### src/rtl/uart_tx_buf_if.sv
// Byte-write side of the buffered UART transmitter: write strobe/data in, FIFO status out.
interface uart_tx_buf_if #(
  parameter int DEPTH = 4
);
  localparam int CW = $clog2(DEPTH) + 1;

  logic          tx_wr;
  logic [7:0]    tx_wdata;
  logic          tx_full;
  logic          tx_empty;
  logic [CW-1:0] tx_count;
  logic          tx_ovf;

  modport master (
    output tx_wr, tx_wdata,
    input  tx_full, tx_empty, tx_count, tx_ovf
  );

  modport slave (
    input  tx_wr, tx_wdata,
    output tx_full, tx_empty, tx_count, tx_ovf
  );
endinterface

### src/rtl/uart_tx_buf.sv
// Buffered UART transmitter: holding FIFO feeding an 8N1 (optionally 8E1) serializer
// paced by an external baud_tick strobe. Frames run back to back while the FIFO has data.
module uart_tx_buf #(
  parameter int DEPTH     = 4,
  parameter int PARITY_EN = 0
) (
  input  logic         clk,
  input  logic         reset,
  input  logic         baud_tick,
  uart_tx_buf_if.slave bus,
  output logic         tx,
  output logic         tx_busy,
  output logic         tx_done
);

  localparam int PW = $clog2(DEPTH);
  localparam int CW = PW + 1;
  localparam logic [PW-1:0] PTR_ONE  = PW'(1);
  localparam logic [CW-1:0] CNT_ONE  = CW'(1);
  localparam logic [CW-1:0] FULL_CNT = CW'(DEPTH);

  typedef enum logic [2:0] {IDLE, START, DATA, PARITY, STOP} state_t;

  logic [7:0]    mem [DEPTH];
  logic [PW-1:0] wr_ptr, rd_ptr;
  logic [CW-1:0] count_q, count_next;
  logic          full_q, empty_q, ovf_q;
  logic          push, pop;

  state_t        state_q, state_next;
  logic          tx_q, tx_next;
  logic          busy_q, busy_next;
  logic          done_q, done_next;
  logic [7:0]    data_q, data_next;
  logic [2:0]    cnt_q, cnt_next;

  // A write into a full FIFO is dropped even if a pop happens on the same edge.
  assign push = bus.tx_wr && !full_q;

  assign bus.tx_full  = full_q;
  assign bus.tx_empty = empty_q;
  assign bus.tx_count = count_q;
  assign bus.tx_ovf   = ovf_q;
  assign tx           = tx_q;
  assign tx_busy      = busy_q;
  assign tx_done      = done_q;

  // Next occupancy from the push/pop pair; a simultaneous push and pop cancel out.
  always_comb begin
    count_next = count_q;
    case ({push, pop})
      2'b10:   count_next = count_q + CNT_ONE;
      2'b01:   count_next = count_q - CNT_ONE;
      default: count_next = count_q;
    endcase
  end

  // FIFO pointers, registered occupancy/status flags and the sticky overflow flag.
  always_ff @(posedge clk or posedge reset) begin
    if (reset) begin
      wr_ptr  <= '0;
      rd_ptr  <= '0;
      count_q <= '0;
      full_q  <= 1'b0;
      empty_q <= 1'b1;
      ovf_q   <= 1'b0;
    end else begin
      if (push) wr_ptr <= wr_ptr + PTR_ONE;
      if (pop)  rd_ptr <= rd_ptr + PTR_ONE;
      count_q <= count_next;
      full_q  <= (count_next == FULL_CNT);
      empty_q <= (count_next == '0);
      if (bus.tx_wr && full_q) ovf_q <= 1'b1;
    end
  end

  // Storage array; contents need no reset because the pointers define validity.
  always_ff @(posedge clk) begin
    if (push) mem[wr_ptr] <= bus.tx_wdata;
  end

  // Serializer state and registered line outputs.
  always_ff @(posedge clk or posedge reset) begin
    if (reset) begin
      state_q <= IDLE;
      tx_q    <= 1'b1;
      busy_q  <= 1'b0;
      done_q  <= 1'b0;
      data_q  <= '0;
      cnt_q   <= '0;
    end else begin
      state_q <= state_next;
      tx_q    <= tx_next;
      busy_q  <= busy_next;
      done_q  <= done_next;
      data_q  <= data_next;
      cnt_q   <= cnt_next;
    end
  end

  // Next-state/output logic; everything advances only on baud_tick, and the byte is
  // latched into data_q solely when it is popped so later writes never disturb it.
  always_comb begin
    state_next = state_q;
    tx_next    = tx_q;
    busy_next  = busy_q;
    done_next  = 1'b0;
    data_next  = data_q;
    cnt_next   = cnt_q;
    pop        = 1'b0;
    if (baud_tick) begin
      case (state_q)
        IDLE: begin
          if (!empty_q) begin
            pop        = 1'b1;
            data_next  = mem[rd_ptr];
            tx_next    = 1'b0;
            busy_next  = 1'b1;
            state_next = START;
          end else begin
            tx_next   = 1'b1;
            busy_next = 1'b0;
          end
        end
        START: begin
          tx_next    = data_q[0];
          cnt_next   = 3'd0;
          state_next = DATA;
        end
        DATA: begin
          if (cnt_q != 3'd7) begin
            tx_next  = data_q[cnt_q + 3'd1];
            cnt_next = cnt_q + 3'd1;
          end else if (PARITY_EN != 0) begin
            tx_next    = ^data_q;
            state_next = PARITY;
          end else begin
            tx_next    = 1'b1;
            state_next = STOP;
          end
        end
        PARITY: begin
          tx_next    = 1'b1;
          state_next = STOP;
        end
        STOP: begin
          done_next = 1'b1;
          if (!empty_q) begin
            pop        = 1'b1;
            data_next  = mem[rd_ptr];
            tx_next    = 1'b0;
            state_next = START;
          end else begin
            tx_next    = 1'b1;
            busy_next  = 1'b0;
            state_next = IDLE;
          end
        end
        default: begin
          tx_next    = 1'b1;
          busy_next  = 1'b0;
          state_next = IDLE;
        end
      endcase
    end
  end

endmodule

### src/flat_wrapper.sv
// flat-port wrapper written by rule: the top's interface ports become plain ports
module uart_tx_buf_flat 
#(
  parameter int DEPTH     = 4,
  parameter int PARITY_EN = 0
)
  (clk, reset, baud_tick, tx, tx_busy, tx_done, bus_tx_wr, bus_tx_wdata, bus_tx_full, bus_tx_empty, bus_tx_count, bus_tx_ovf);
  uart_tx_buf_if #(.DEPTH(DEPTH)) bus_i ();
  input  logic clk;
  input  logic reset;
  input  logic baud_tick;
  output logic tx;
  output logic tx_busy;
  output logic tx_done;
  input wire logic [$bits(bus_i.tx_wr)-1:0] bus_tx_wr;
  input wire logic [$bits(bus_i.tx_wdata)-1:0] bus_tx_wdata;
  output wire logic [$bits(bus_i.tx_full)-1:0] bus_tx_full;
  output wire logic [$bits(bus_i.tx_empty)-1:0] bus_tx_empty;
  output wire logic [$bits(bus_i.tx_count)-1:0] bus_tx_count;
  output wire logic [$bits(bus_i.tx_ovf)-1:0] bus_tx_ovf;
  assign bus_i.tx_wr = bus_tx_wr;
  assign bus_i.tx_wdata = bus_tx_wdata;
  assign bus_tx_full = bus_i.tx_full;
  assign bus_tx_empty = bus_i.tx_empty;
  assign bus_tx_count = bus_i.tx_count;
  assign bus_tx_ovf = bus_i.tx_ovf;
  uart_tx_buf #(.DEPTH(DEPTH), .PARITY_EN(PARITY_EN)) u_core (.clk(clk), .reset(reset), .baud_tick(baud_tick), .bus(bus_i), .tx(tx), .tx_busy(tx_busy), .tx_done(tx_done));
endmodule
### config.mk
export PLATFORM = sky130hd
export DESIGN_NAME = uart_tx_buf_flat
export DESIGN_NICKNAME = d
export VERILOG_FILES = /design/src/rtl/uart_tx_buf_if.sv /design/src/rtl/uart_tx_buf.sv /design/src/flat_wrapper.sv
export SDC_FILE = /design/constraint.sdc
export NUM_CORES = 1
export LEC_CHECK = 0
export CORE_UTILIZATION = 57
export CTS_CLUSTER_SIZE = 20
export DETAILED_ROUTE_END_ITERATION = 10
export MAX_ROUTING_LAYER = met4
export PLACE_DENSITY = 0.82
export SYNTH_ARGS = -nofsm -noshare
export SYNTH_HDL_FRONTEND = slang
export SYNTH_SLANG_ARGS = --single-unit
### constraint.sdc
create_clock -name clk -period 3.43 [get_ports clk]
set_input_delay 0.686 -clock clk [delete_from_list [all_inputs] [get_ports clk]]
set_output_delay 0.686 -clock clk [all_outputs]
set_load 0.02 [all_outputs]
### Word level (Yosys, flattened, before mapping)

Memory sizes are Yosys's and may differ from the RTL's. A register that Yosys moved wholly into a read port is not among the register bits.
Index checks and enable logic that the tools add are counted.
Widths: inputs -> output; s select.

* register bits after elaboration: 19
* bits in latches: 0
* bits in writable memories: 32
* bits in read-only memories: 0
* input port bits: 12
* output and inout port bits: 9
* logic and storage cells: 65
* memories: 1

Memories
* u_core.mem: words 4, bits a word 8, rd ports 1, clocked after memory_dff 1, wr ports 1, line uart_tx_buf.sv:24 `logic [7:0] mem [DEPTH];`

* add/sub/neg operators: 5
* multipliers: 0
* divide/modulo/power cells: 0
* order comparisons: 1
* equal/unequal tests: 12
* shift-type cells: 0
* multiplexer cells: 21
* bitwise logic cells: 2
* reduce and logical (&&, ||, !) cells: 12

Operators with widths (number)
* $pmux 3 s5: 1
* $mux 1: 12
* $pmux 3 s2: 2
* $reduce_and 3->1: 4
* $mux 3: 3
* $add 3x1->3 const B: 2
* $eq 3x2->1 const B: 2
* $eq 3x3->1 const B: 2
* $logic_not 3->1: 2
* $pmux 1 s3: 2
* $add 2x1->2 const B: 2
* $lt 3x4->1 const B: 1
* $ne 2x1->1 const B: 2
* $ne 2x2->1 const B: 2
* $bmux 1 s3: 1
* $eq 3x1->1 const B: 1
* $ne 3x3->1 const B: 1
* $reduce_or 3->1: 1
* $sub 3x1->3 const B: 1
* $eq 2x1->1 const B: 1
* $eq 2x2->1 const B: 1
* $logic_and 1x1->1: 2
* $not 1->1: 2
* $reduce_bool 2->1: 1
* 2 further kinds: 2

### Logic depth before layout (Yosys ltp)

* depth in word-level cells: 7
* mapped depth: 9
* gate-level depth less buffers: 8

### Worst setup path after synthesis

OpenSTA, ideal clock, no wires.

* path type: in2reg
* start point: input port baud_tick
* end point: register u_core.empty_q, in the netlist u_core.bus.tx_empty
* library setup time: 0.078 ns
* arrival time: 2.522 ns
* required time: 3.352 ns
* slack: 0.830 ns
* stages: 8
* buffers on the path: 1
* cells stage by stage: nor4b_4 > buf_6 > ha_1 > inv_1 > fa_1 > xor2_1 > or3_2 > and3b_1

* cells in the longest elaborated chain, start to end: 4
* elaborated cells on any way between the ends: 5
* those cells by class: eq/ne: 2; mux: 2; reduce/logical: 1

RTL lines
* start: declaration: line flat_wrapper.sv:11 `input logic baud_tick;`
* $mux 1 (*): line uart_tx_buf.sv:111 `if (baud_tick) begin`
* $eq 2x1->1 or $eq 2x2->1 (tied branches): line uart_tx_buf.sv:51 `case ({push, pop})`
* $pmux 3 s2 (*): line uart_tx_buf.sv:51
* $logic_not 3->1 (*): line uart_tx_buf.sv:72 `empty_q <= (count_next == '0);`
* end signal: assignment: line uart_tx_buf.sv:72
* end: declaration: line uart_tx_buf.sv:27 `logic full_q, empty_q, ovf_q;`

Every way passes the cells marked *; elsewhere a longest branch is shown, timed or not.
A chain may end at the register's enable or synchronous reset.

### Worst setup path after layout

* start point: input port bus_tx_wr
* end point: register u_core.empty_q, in the netlist u_core.bus.tx_empty

* cells in the longest elaborated chain, start to end: 4
* elaborated cells on any way between the ends: 5
* those cells by class: eq/ne: 2; mux: 1; reduce/logical: 2

RTL lines
* start: declaration: line flat_wrapper.sv:15 `input wire logic [$bits(bus_i.tx_wr)-1:0] bus_tx_wr;`
* $logic_and 1x1->1 (*): line uart_tx_buf.sv:38 `assign push = bus.tx_wr && !full_q;`
* $eq 2x1->1 or $eq 2x2->1 (tied branches): line uart_tx_buf.sv:51
* $pmux 3 s2 (*): line uart_tx_buf.sv:51
* $logic_not 3->1 (*): line uart_tx_buf.sv:72

Marks and branches as above.

==> out/qor.txt <==
Sequential share of power = 44.6%
Max_slew headroom = 32.85%
Starting DRT DRC Count = 67
Final setup violation count = 0
Global-route wire length before repair = 6893 um
Total track usage = 23.18%
CP max stage cell = clkdlybuf4s50_1
Crit Reg-Reg Endpoint = u_core.bus.tx_empty
Starting density of the core = 61.23%
Buf/Inv on CP = 3
Die Area = 0.004722 mm2
DRC = 0
CTS sink count = 59
Die X-Extent = 68.72 um
Fin crit share = 77.15%
Routed WL per cell = 18.14 um
Number of global-route vias before repair = 1388
Via-to-Cell Ratio = 5.722
Reg2reg start = u_core.state_q[0]
Max-Cap Viols = 0
Sw Pwr = 0.0008652 W
Fraction of layout instances using a drive strength above 1 = 23.53%
Critical Path Stages = 9
Area Overhead vs Synth = 16.86%
Critical Path Sink = u_core.bus.tx_empty
Worst EP arrival = 2.92 ns
Post-synth ARST share = 45.76%
Fin util = 71.56%
Area leader, netlist = edfxtp_1
Crit-path most repeated cell = inv_1
Hpwl dp = 3035 um
Grt ovf = 0
PwrDens = 899.3 mW/mm2
Library cells used by synthesis = 38
Initial antenna violation count = 0
Static Leak = 1.192 nW
Fmax = 0.3779 GHz
DR vias = 1356
Clk root buf = clkbuf_8
Sw Share = 32.44%
CP max stage delay = 0.48 ns
Critical path peak fanout = 8
Reg2reg setup slack = 1.02 ns
Syn avg cell area = 16.48 um2
RD Place Congestion = 0.6792
M1 WL = 1784 um
Worst setup SP type = primary input
Routed Antenna Nets = 0
Highest metal used = met4
Postcts setup bufs = 0
Max VDD drop = 0.5461 mV
Clock Path Buffers = 2
Fin nets = 202
Internal power = 0.001802 W
CP endpoint kind = flop
Hold Path Class = reg2reg
Setup Skew = 0.009642 ns
Synth top area share = 37.87%
Post-synth EDFFs = 32
Sequential element share of the synthesized area = 64.60%
Synthesized cell area = 0.002537 mm2
Clock-pin slew on the worst setup and hold paths = 0.07 ns
TritonRoute pass-1 iters = 4
Cell breakdown of the critical path = clkdlybuf4s50_1 > nor2b_1 > inv_1 > ha_1 > inv_1 > fa_1 > xor2_1 > or3_2 > and3b_1
Final Critical Period = 2.646 ns
Met2 wire len = 2283 um
Outcome = finished, final reports clean
Final Hold Viols = 0
Top_reg_cell synth = edfxtp_1
Max-slew violation count = 0
WS Path Type = in2reg
Yosys reg bits = 59
Hold_buf cts = 0
Filler Cell Count = 266
Row Count = 23
Largest net degree at the start of global routing = 28
H-tree levels = 3
RSZ-0062 raised after global routing = no
# diodes = 0
Worst R2R Path Depth = 7
I/O Buffers = 20
Yosys warns = 0
Syn Nets = 174
Gate Count Post-Synth = 154
Synth area leaders = edfxtp_1 38%, dfrtp_1 25%, mux4_2 8.9%
Latest clock arrival within the worst-skew pair = 0.34 ns
CP Launch Point = bus_tx_wr
Gate power share = 33.6%
Worst slew pin tran = 1.006 ns
WP data required = 3.70 ns
TritonCTS Buffers = 9
I/O pin count = 21
Clock network power share = 21.8%
Core Region = 0.004144 mm2
Die Ht = 68.72 um
Post-CTS Resized = 0
Crit-path leading delay family = simple AND/OR/NAND/NOR gates
Drt total wl = 4300 um
CTS tree = done
TNS Setup = 0 ns
WL met3 = 182 um
cell usage after synthesis (2+ instances only):
| library cell | number |
|---|---|
| dfstp_2 | 2 |
| nand2_1 | 6 |
| o21a_1 | 2 |
| clkbuf_1 | 2 |
| mux2_4 | 5 |
| edfxtp_1 | 32 |
| nor3b_1 | 2 |
| ha_1 | 7 |
| buf_6 | 2 |
| and2_1 | 4 |
| xor2_1 | 2 |
| inv_1 | 11 |
| a21o_1 | 2 |
| xnor2_1 | 2 |
| mux4_2 | 10 |
| nor2_1 | 4 |
| o21ai_0 | 6 |
| mux2i_1 | 3 |
| dfrtp_1 | 25 |
| o21ai_1 | 2 |
| nor2b_1 | 3 |
| mux2_2 | 4 |
worst min-delay path by stage:
stage / startpoint / endpoint / slack (ns) / cells after the start
global route: u_core.bus.tx_ovf / u_core.bus.tx_ovf / 0.50 / 1
CTS: u_core.bus.tx_ovf / u_core.bus.tx_ovf / 0.49 / 1
global placement: u_core.bus.tx_ovf / u_core.bus.tx_ovf / 0.44 / 1
detailed placement: u_core.bus.tx_ovf / u_core.bus.tx_ovf / 0.48 / 1
floorplan: u_core.data_q[4] / u_core.data_q[4] / 0.48 / 1
finish: u_core.bus.tx_ovf / u_core.bus.tx_ovf / 0.48 / 1
cell type report:
| type | instances | area (um2) | area share, % |
|---|---|---|---|
| clock buffer | 11 | 162.7 | 5.485 |
| timing repair buffer | 22 | 215.2 | 7.257 |
| tap | 50 | 62.56 | 2.110 |
| clock inverter | 5 | 25.02 | 0.8439 |
| sequential | 59 | 1639 | 55.27 |
| inverter | 11 | 41.29 | 1.392 |
| multi-input combinational | 79 | 819.5 | 27.64 |
flip-flops by register name (all words and copies together) (netlist names):
register	count
u_core.bus.tx_count	3
u_core.bus.tx_empty	1
u_core.bus.tx_full	1
u_core.bus.tx_ovf	1
u_core.cnt_q	3
u_core.data_q	8
u_core.mem	32
u_core.rd_ptr	2
u_core.state_q	3
u_core.tx	1
u_core.tx_busy	1
u_core.tx_done	1
u_core.wr_ptr	2
layout by cell type, fill, tap and decap left out, drive strengths merged, types with 2 or more instances in the layout:
cell type      Yosys  layout
a21o               2       2
and2               4       4
buf                3       2
clkbuf             2      11
clkdlybuf4s50      0      20
clkinv             0       5
dfrtp             25      25
dfstp              2       2
edfxtp            32      32
ha                 7       7
inv               11      11
mux2               9       9
mux2i              3       3
mux4              10      10
nand2              7       7
nor2               4       4
nor2b              3       3
nor3b              3       3
o21a               2       2
o21ai              8       8
xnor2              3       3
xor2               2       2
power by group through the flow:
stage               sequential, W  clock [W]  combinational [W]
finish                    0.00119   0.000583           0.000895
CTS                       0.00119   0.000589           0.000901
global placement          0.00118          0           0.000844
floorplan                 0.00114          0           0.000705
detailed placement        0.00121          0           0.000895
global route              0.00122   0.000629           0.000991
cell families (layout without fill, tap and decap cells):
logic type,count (synthesis),after routing,share of synthesized area (%)
simple gates,27,27,7.051
flops,59,59,64.60
buf+inv,16,49,3.107
fa+ha+maj,8,8,4.241
xor+xnor,5,5,2.022
mux,22,22,14.79
compound gates,17,17,4.191
per-layer routing:
metal | track usage (%) | vias to the layer above
met4 | 8.418 | 0
met1 | 26.10 | 692
met2 | 37.25 | 31
met3 | 9.539 | 6
li1 | - | 627
met5 | - | -
stage by stage:
| step | instance area [um2] | total power (W) | hold WS [ns] | worst slack, ns | std cells |
|---|---|---|---|---|---|
| after floorplan | 2537 | 0.001843 | 0.4752 | 0.8299 | 154 |
| after global placement | 2778 | 0.002023 | 0.4366 | 0.5161 | 221 |
| after detailed placement | 2778 | 0.002103 | 0.4763 | 0.4571 | 221 |
| after CTS | 2965 | 0.002685 | 0.4868 | 0.8081 | 237 |
| after global routing | 2965 | 0.002844 | 0.5038 | 0.6701 | 237 |
| final | 2965 | 0.002667 | 0.4809 | 0.7837 | 237 |
No activity file was read; power rests on OpenSTA's default activity.
